## config.mk

```make
export PLATFORM = sky130hd
export DESIGN_NAME = pulse_filter_buffer_ctrl
export DESIGN_NICKNAME = d
export VERILOG_FILES = /design/src/rtl/pulse_filter_buffer_ctrl_pkg.sv /design/src/rtl/pulse_filter_buffer_ctrl_delay_line.sv /design/src/rtl/pulse_filter_buffer_ctrl.sv
export SDC_FILE = /design/constraint.sdc
export NUM_CORES = 1
export LEC_CHECK = 0
export ABC_AREA = 1
export ABC_CLOCK_PERIOD_IN_PS = 3300
export CORE_UTILIZATION = 55
export CTS_BUF_LIST = sky130_fd_sc_hd__clkbuf_8
export DETAILED_ROUTE_END_ITERATION = 12
export HOLD_SLACK_MARGIN = 0.06
export PLACE_DENSITY = 0.95
export RECOVER_POWER = 100
export SYNTH_ARGS = -nofsm -noshare
export SYNTH_HDL_FRONTEND = slang
export SYNTH_HIERARCHICAL = 1
export SYNTH_SLANG_ARGS = --single-unit
```

## constraint.sdc

```tcl
create_clock -name clk -period 3.3 [get_ports clk]
set_input_delay 0.66 -clock clk [delete_from_list [all_inputs] [get_ports clk]]
set_output_delay 0.66 -clock clk [all_outputs]
set_load 0.1 [all_outputs]
```

## src/rtl/pulse_filter_buffer_ctrl_pkg.sv

```systemverilog
// Shared constants and types for the pulse-filter line-buffer sequencer.
// The sizes must match the generated 4 x 10b x 3072 dual-port RAM cores.
package pulse_filter_buffer_ctrl_pkg;

   localparam int BUF_NUM    = 4;
   localparam int DATA_WIDTH = 10;
   localparam int ADDR_WIDTH = 12;
   localparam int LINE_MAX   = 3072;
   localparam int RD_LATENCY = 1;
   localparam int DLY_DEPTH  = RD_LATENCY + 1;
   localparam int PTR_WIDTH  = 2;
   localparam int CNT_FULL   = 3;

   typedef logic [PTR_WIDTH-1:0]  bufPtr_t;
   typedef logic [ADDR_WIDTH-1:0] colAddr_t;
   typedef logic [1:0]            lineCnt_t;

   typedef struct packed {
      logic                  fval;
      logic                  lval;
      logic [DATA_WIDTH-1:0] pix;
   } alignBeat_t;

   // Buffers holding lines n-1, n-2, n-3 relative to the one being written.
   function automatic logic [3*PTR_WIDTH-1:0] rowOrder(input bufPtr_t ptr);
      return {ptr - bufPtr_t'(3), ptr - bufPtr_t'(2), ptr - bufPtr_t'(1)};
   endfunction

endpackage

```

## src/rtl/pulse_filter_buffer_ctrl_delay_line.sv

```systemverilog
// Fixed-depth shift register that keeps the live pixel stream aligned with
// the RAM read data of the previous lines.
module pulse_filter_delay_line #(
   parameter int WIDTH = 12,
   parameter int DEPTH = 2
) (
   input  logic             clk,
   input  logic             reset,
   input  logic [WIDTH-1:0] din_i,
   output logic [WIDTH-1:0] dout_o
);

   logic [WIDTH-1:0] stage_q [DEPTH];

   always_ff @(posedge clk or posedge reset) begin
      if (reset) begin
         for (int i = 0; i < DEPTH; i++) begin
            stage_q[i] <= '0;
         end
      end else begin
         stage_q[0] <= din_i;
         for (int i = 1; i < DEPTH; i++) begin
            stage_q[i] <= stage_q[i-1];
         end
      end
   end

   assign dout_o = stage_q[DEPTH-1];

endmodule

```

## src/rtl/pulse_filter_buffer_ctrl.sv

```systemverilog
// Write/read sequencer for the pulse-filter line buffer: writes the current
// line into one RAM, reads the other three at the same column.
module pulse_filter_buffer_ctrl
   import pulse_filter_buffer_ctrl_pkg::*;
(
   input  logic                  clk,
   input  logic                  reset,
   input  logic                  i_fval,
   input  logic                  i_lval,
   input  logic [DATA_WIDTH-1:0] iv_pix_data,
   output logic [BUF_NUM-1:0]    ov_buffer_wr_en,
   output logic [ADDR_WIDTH-1:0] ov_buffer_wr_addr,
   output logic [DATA_WIDTH-1:0] ov_buffer_wr_din,
   output logic                  o_reset_buffer,
   output logic [BUF_NUM-1:0]    ov_buffer_rd_en,
   output logic [ADDR_WIDTH-1:0] ov_buffer_rd_addr,
   output logic [5:0]            ov_row_order,
   output logic                  o_lines_ready,
   output logic                  o_fval_dly,
   output logic                  o_lval_dly,
   output logic [DATA_WIDTH-1:0] ov_pix_dly,
   output logic                  o_line_overflow
);

   localparam logic [BUF_NUM-1:0] ONE_HOT_BASE = BUF_NUM'(1);

   logic                  pixValid, frameStart, lineEnd;
   logic                  fvalPrev_q, pixValidPrev_q;
   bufPtr_t               basePtr, wrPtr_q, wrPtr_d;
   colAddr_t              baseCol, col_q, col_d;
   lineCnt_t              baseCnt, lineCnt_q, lineCnt_d;
   logic [BUF_NUM-1:0]    wrEn_q, wrEn_d, rdEn_q, rdEn_d;
   colAddr_t              addr_q, addr_d;
   logic [DATA_WIDTH-1:0] wrDin_q, wrDin_d;
   logic                  overflow_q, overflow_d;
   logic                  resetBuf_q, linesReady_q;
   logic [5:0]            rowOrder_q;
   alignBeat_t            beatIn, beatOut;

   // A frame start overrides any line end seen in the same cycle.
   always_comb begin
      pixValid   = i_fval & i_lval;
      frameStart = i_fval & ~fvalPrev_q;
      lineEnd    = pixValidPrev_q & ~pixValid;
      basePtr    = frameStart ? '0 : wrPtr_q;
      baseCol    = frameStart ? '0 : col_q;
      baseCnt    = frameStart ? '0 : lineCnt_q;
      wrPtr_d    = basePtr;
      col_d      = baseCol;
      lineCnt_d  = baseCnt;
      overflow_d = frameStart ? 1'b0 : overflow_q;
      wrEn_d     = '0;
      rdEn_d     = '0;
      addr_d     = addr_q;
      wrDin_d    = wrDin_q;
      if (pixValid) begin
         if (baseCol < colAddr_t'(LINE_MAX)) begin
            wrEn_d  = ONE_HOT_BASE << basePtr;
            rdEn_d  = ~(ONE_HOT_BASE << basePtr);
            addr_d  = baseCol;
            wrDin_d = iv_pix_data;
            col_d   = baseCol + colAddr_t'(1);
         end else begin
            overflow_d = 1'b1;
         end
      end else if (lineEnd && !frameStart) begin
         wrPtr_d   = wrPtr_q + bufPtr_t'(1);
         col_d     = '0;
         lineCnt_d = (lineCnt_q == lineCnt_t'(CNT_FULL)) ? lineCnt_q : lineCnt_q + lineCnt_t'(1);
      end
   end

   // fvalPrev resets high so an fval already asserted at reset release is
   // not taken as a frame start; that line is simply written at pointer 0.
   always_ff @(posedge clk or posedge reset) begin
      if (reset) begin
         fvalPrev_q     <= 1'b1;
         pixValidPrev_q <= 1'b0;
         wrPtr_q        <= '0;
         col_q          <= '0;
         lineCnt_q      <= '0;
         wrEn_q         <= '0;
         rdEn_q         <= '0;
         addr_q         <= '0;
         wrDin_q        <= '0;
         overflow_q     <= 1'b0;
         resetBuf_q     <= 1'b0;
         linesReady_q   <= 1'b0;
         rowOrder_q     <= '0;
      end else begin
         fvalPrev_q     <= i_fval;
         pixValidPrev_q <= pixValid;
         wrPtr_q        <= wrPtr_d;
         col_q          <= col_d;
         lineCnt_q      <= lineCnt_d;
         wrEn_q         <= wrEn_d;
         rdEn_q         <= rdEn_d;
         addr_q         <= addr_d;
         wrDin_q        <= wrDin_d;
         overflow_q     <= overflow_d;
         resetBuf_q     <= frameStart;
         linesReady_q   <= (lineCnt_d == lineCnt_t'(CNT_FULL));
         rowOrder_q     <= rowOrder(wrPtr_d);
      end
   end

   assign beatIn = '{fval: i_fval, lval: i_lval, pix: iv_pix_data};

   pulse_filter_delay_line #(
      .WIDTH($bits(alignBeat_t)),
      .DEPTH(DLY_DEPTH)
   ) u_delay_line (
      .clk   (clk),
      .reset (reset),
      .din_i (beatIn),
      .dout_o(beatOut)
   );

   assign ov_buffer_wr_en   = wrEn_q;
   assign ov_buffer_wr_addr = addr_q;
   assign ov_buffer_wr_din  = wrDin_q;
   assign ov_buffer_rd_en   = rdEn_q;
   assign ov_buffer_rd_addr = addr_q;
   assign o_reset_buffer    = resetBuf_q;
   assign ov_row_order      = rowOrder_q;
   assign o_lines_ready     = linesReady_q;
   assign o_line_overflow   = overflow_q;
   assign o_fval_dly        = beatOut.fval;
   assign o_lval_dly        = beatOut.lval;
   assign ov_pix_dly        = beatOut.pix;

endmodule
```

==> metrics.md <==
| Metric | Value |
|---|---|
| Routed via count | `2309` |
| Sinks on Clock Net | `79` |
| Final instance area | `3510 µm²` |
| Port Buffers | `76` |
| CP max stage delay | `0.62 ns` |
| Mean area per synthesized cell | `10.04 µm²` |
| Register area | `1978 µm²` |
| DIE AREA | `5981 µm²` |
| # resized after CTS | `0` |
| Initial antenna violation count | `0` |
| Die X | `77.34 µm` |
| Post-Syn Instances | `311` |
| Hold buffers post-CTS | `0` |
| RSZ-0062 raised after global routing | `false` |
| Largest net degree at the start of global routing | `56` |
| First-pass GRT wire length | `10470 µm` |
| Worst slew pin tran | `1.345 ns` |
| Total Routing Usage GR | `23.22%` |
| Hpwl dp | `4486 µm` |
| Ports | `77` |
| WP buf/inv | `3` |
| Core footprint | `5473 µm²` |
| DR iter-0 viols | `181` |
| Max_cap viols | `0` |
| Placed instance area | `3582 µm²` |
| Mapped Area | `3122 µm²` |
| Worst-path cell with the longest stage delay | `dlygate4sd3_1` |
| Routability Congestion | `0.8213` |
| Vias in the first global route | `2224` |
| Total power | `2380 µW` |
| Peak VDD IR | `384.4 µV` |
| Nets | `382` |
| Tcrit/Tclk final | `81.90%` |
| Crit path time final | `2.703 ns` |
| Synth warnings | `6` |
| Detailed Routing Iterations Pass 1 | `4` |
| Area of the multi-input gates | `745.7 µm²` |
| Fin Setup TNS | `0 ns` |
| Worst Hold Slack | `0.3503 ns` |
| Status | `finished clean` |
| Worst Setup Start Kind | `primary input` |
| Deepest clock path buffer count | `2` |
| Total wire length | `6503 µm` |
| Num rows | `27` |
| Antenna viol nets, final | `0` |
| Crit Path Max Fanout | `27` |
| Vias/cell | `5.200` |
| Max Clock Freq | `0.3700 GHz` |
| Synth-to-Final Area Change | `12.42%` |
| Starting Density | `57.04%` |
| CP delay by family, top | `simple AND/OR/NAND/NOR gates` |
| CTS root buffer | `clkbuf_8` |
| Ant diodes | `0` |
| Final Instance Count excl. Fillers | `444` |
| Die Y | `77.34 µm` |
| Placed cell count | `428` |
| Clock slew at reported path FFs | `0.07 ns` |
| Pwr/cell area | `678.2 nW/µm²` |
| Final setup fails | `0` |
| DR DRC count | `0` |
| Share of layout cells above drive strength 1 | `5.376%` |
| CP arrival | `2.93 ns` |
| Sequential fraction of the synthesis area | `63.37%` |
| CP Cell Sequence | `dlygate4sd3_1, nand2_4, inv_1, nor2_1, ha_1, nand2_1, inv_1, nand3_1, nor2_1, nand3_1, nand3_1, nand2_1` |
| Unique masters post-synth | `28` |
| CTS tree | `yes` |
| Crit Path Category | `in2reg` |
| Most frequent CP cell | `nand3_1` |
| Clk_lat worst skew | `0.34 ns` |
| Critical Path RT | `3.53 ns` |
| Final-layout fill cell count | `469` |
| Num CTS Buffers | `9` |
| Gr ovfl total | `0` |
| Mean routed wirelength per cell | `14.65 µm` |
| Layout Skew | `0.003987 ns` |
| Min-delay worst type | `reg2reg` |
| CP endpoint kind | `flip-flop` |
| Leakage | `0.001730 µW` |
| Pins over their slew limit | `0` |
| Final Hold Vio Count | `0` |
| Slew headroom | `10.34%` |
| Htree depth | `3` |
| Yosys reg bits | `79` |
| Setup Fix Bufs, Post-CTS | `0` |
| Syn_nets | `326` |
cell usage after synthesis, drive strengths merged:
cell type	n	share of area (%)
a211oi	1	0.24
a21boi	1	0.24
a21oi	9	1.4
buf	34	8.2
clkinv	1	0.16
dfrtp	78	63
dfstp	1	0.84
ha	1	0.40
inv	27	3.2
nand2	90	12
nand3	21	3.7
nand3b	1	0.24
nand4	4	0.80
nor2	24	3.2
nor3	4	0.64
o211ai	1	0.24
o21ai	11	1.9
o22ai	2	0.40
metal layers:
layer / vias up / GRT usage (%) / wire length, µm
li1: 1064 / - / -
met1: 1141 / 27.37 / 2590
met2: 88 / 39.73 / 3390
met3: 16 / 5.294 / 363
met4: 0 / 11.89 / 159
met5: - / 0 / 0
where the power goes:
| group | internal, µW | total [µW] | switching, µW |
|---|---|---|---|
| logic | 58.5 | 590 | 532 |
| clock network | 406 | 724 | 317 |
| registers | 1030 | 1070 | 32.3 |
| total | 1500 | 2380 | 882 |
cell usage in the layout (no fill, tap or decap), types with 2 or more instances in the layout:
master,count
nor2_1,24
nand3_1,20
dlygate4sd3_1,13
clkbuf_8,12
nand2_1,89
inv_1,27
nand4_1,4
clkbuf_1,65
o22ai_1,2
a21oi_1,9
dfrtp_1,78
o21ai_0,11
nor3_1,4
cell type report:
cell class,count,area share (%)
repair buffers,79,10.80
multi-input cells,170,21.25
clock buffers,12,4.706
clock inverters,4,1.283
flip-flops and latches,79,56.36
well taps,72,2.567
inverters,28,3.030
worst paths after layout:
check	from	end	slack, ns	cells past startpoint
worst max-delay path	i_fval	col_q[10]	0.60	12
worst min-delay path	u_delay_line/stage_q[14]	u_delay_line/dout_o[2]	0.35	0
worst max register to register	fvalPrev_q	col_q[10]	1.02	12
worst min register to register	u_delay_line/stage_q[14]	u_delay_line/dout_o[2]	0.35	0
max in group asynchronous	reset	ov_buffer_wr_din[0]	1.24	3
min in group asynchronous	reset	u_delay_line/stage_q[13]	0.98	2
worst register-to-register path: stages, from the launching register on:
cell,delay (ns)
dfstp_2,0.52
inv_1,0.05
nand2_4,0.22
inv_1,0.18
nor2_1,0.22
ha_1,0.21
nand2_1,0.06
inv_1,0.05
nand3_1,0.11
nor2_1,0.29
nand3_1,0.12
nand3_1,0.10
nand2_1,0.06
cells by family after synthesis:
group | after synthesis | share of synthesized area (%)
and+or+nand+nor | 144 | 20.20
adders and majority gates | 1 | 0.4007
buffers and inverters | 62 | 11.58
AOI/OAI and AO/OA | 25 | 4.449
DFF | 79 | 63.37
stage by stage:
stage	utilization [%]	worst slack, ns
finish	64.13	0.5972
global route	64.13	0.3684
CTS	69.30	0.7610
detailed placement	65.46	0.4096
global placement	65.46	0.5606
floorplan	-	1.299
registers in the layout, summed over array words and instances, names as in the netlist:
register and count:
col_q 12, fvalPrev_q 1, lineCnt_q 2, o_line_overflow 1, o_lines_ready 1, o_reset_buffer 1
ov_buffer_rd_addr 12, ov_buffer_rd_en 4, ov_buffer_wr_din 10, ov_buffer_wr_en 4, ov_row_order 5, pixValidPrev_q 1
u_delay_line/dout_o 12, u_delay_line/stage_q 12, wrPtr_q 1
Note: power is estimated with default switching activity, not from simulation.
==> variant (same flow settings) <==
Put one more register stage on the output `o_line_overflow`, cleared by the reset. The value now appears one clock later. The other outputs are not delayed to match.
--- a/src/rtl/pulse_filter_buffer_ctrl.sv
+++ b/src/rtl/pulse_filter_buffer_ctrl.sv
@@ -124,7 +124,13 @@
    assign o_reset_buffer    = resetBuf_q;
    assign ov_row_order      = rowOrder_q;
    assign o_lines_ready     = linesReady_q;
-   assign o_line_overflow   = overflow_q;
+   always_ff @(posedge clk or posedge reset) begin
+      if (reset) begin
+         o_line_overflow <= '0;
+      end else begin
+         o_line_overflow <= overflow_q;
+      end
+   end
    assign o_fval_dly        = beatOut.fval;
    assign o_lval_dly        = beatOut.lval;
    assign ov_pix_dly        = beatOut.pix;
Formal check against the unedited RTL: same outputs for any inputs over 10 cycles, from zero or initial values and one cycle with reset high; that may be too few to reach the edited logic, so the function may still have changed.
==> variant against the original RTL <==
Routed wire length fell by 6.3%; final area rose by 1.5%; power fell by 0.29%; sequential cell count rose by 1; first-iteration DRC count fell by 31%; synthesized area rose by 2.2%; setup slack improved by 0.026 ns.
==> variant: results (changes against the original RTL) <==
- Status: complete, no violations
- Worst min-delay path endpoint: u_delay_line/dout_o[6]$_DFF_PP0_
- Leak pwr: 0.00175 µW (+1.3%)
- Cell variety after synth: 31 (+11%)
- RR Endpoint: col_q[6]$_DFF_PP0_
- Crit Path Max Fanout: 27 (unchanged)
- DR iter-0 viols: 124 (-31%)
- DR vias: 2266 (-1.9%)
- R2R Setup Slk: 1.02 ns (about the same)
- Worst R2R Path Depth: 9 (-3)
- Sw frac: 0.372 (+0.00167)
- Crit Path Class: primary input to register
- Maximum VDD drop: 0.000480 V (+25%)
- Compound-Gate Fraction of Synth Area: 0.0459 (+0.00138)
- DRC Markers: 0 (unchanged)
- List of most frequent post-synthesis cells: nand2_1, dfrtp_1, buf_4, inv_1, nor2_1
- Routed WL: 6090 µm (-6.3%)
- Share of layout cells above drive strength 1: 0.0695 (+0.0158)
- Post-Synth Adder-Cell Area: 0.00392 (-0.0000880)
- Slew HR: 0.207 (+0.104)
- Critical path's largest stage delay: approximately 0.61 ns
- Vias in the first global route: 2209 (-0.67%)
- CP delay by family, top: buffers and inverters
- Pin count of the biggest net entering global routing: 33 (-41%)
- All-Layer GR Usage: 0.219 (-0.0134)
- ANT cells: 0 (unchanged)
- Detailed Place HPWL: 4320 µm (-3.8%)
- Sequential fraction of the synthesis area: 0.628 (-0.00607)
- Nets: 384 (+0.52%)
- Hold path depth: 0 (unchanged)
- DR vias/cell: 5.08 (-2.3%)
- Synth top area cells: dfrtp_1, nand2_1, buf_4
- Layout Skew: 0.00907 ns (+0.00508 ns)
- Placed Cells: 430 (+0.47%)
- Syn_area_per_cell: 10.2 µm² (+1.9%)
- Clock latency on the worst-skew pair: 0.34 ns (about the same)
- Mux cell area share after synthesis: 0 (unchanged)
- Hold wc startpoint: u_delay_line/stage_q[18]$_DFF_PP0_
- Syn Nets: 327 (+0.31%)
- Fillers: 468 (-0.21%)
- First-pass GRT wire length: 10100 µm (-3.6%)
- Routability Congestion: 0.861 (+4.8%)
variant: cell count changes in the layout (fill, tap and decap cells not counted), sizes merged:
cell / delta
dlygate4sd3: +1
clkbuf: -3
a31oi: +1
buf: +2
nand2: +1
clkinvlp: +1
dfrtp: +1
a21oi: -1
clkinv: -1
nor2: +1
nor3: -1
variant: cell type report:
| cell class | count | area share |
|---|---|---|
| Sequential cell | 80 | 0.562 |
| Clock buffer | 11 | 0.0425 |
| Timing Repair Buffer | 80 | 0.111 |
| Tap cell | 72 | 0.0253 |
| Inverter | 27 | 0.0292 |
| Multi-Input combinational cell | 171 | 0.216 |
| Clock inverter | 5 | 0.0137 |
variant: stage by stage:
| stage | hold slack [ns] | setup slack, ns | instance area (µm²) | total power, µW |
|---|---|---|---|---|
| 4_1_cts | 0.349 | 0.834 | 3850 | 2450 |
| 5_1_grt | 0.347 | 0.422 | 3560 | 2450 |
| 3_5_place_dp | 0.335 | 0.603 | 3650 | 1750 |
| 3_3_place_gp | 0.332 | 0.677 | 3650 | 1740 |
| 2_1_floorplan | 0.331 | 1.27 | 3190 | 1630 |
| 6_report | 0.347 | 0.623 | 3560 | 2370 |
variant: per-layer routing:
| layer | global-route usage | up-vias | routed length (µm) |
|---|---|---|---|
| met2 | 0.354 | 68 | 3010 |
| met1 | 0.270 | 1114 | 2670 |
| li1 | - | 1069 | - |
| met5 | 0 | - | 0 |
| met4 | 0.126 | 0 | 104 |
| met3 | 0.0512 | 15 | 309 |
variant: power by group through the flow:
stage	combinational, µW	sequential (µW)	clock, µW
after floorplan	259	1370	0
after global placement	643	1100	0
after detailed placement	652	1100	0
after CTS	653	1080	714
after global routing	614	1090	752
final	589	1080	703
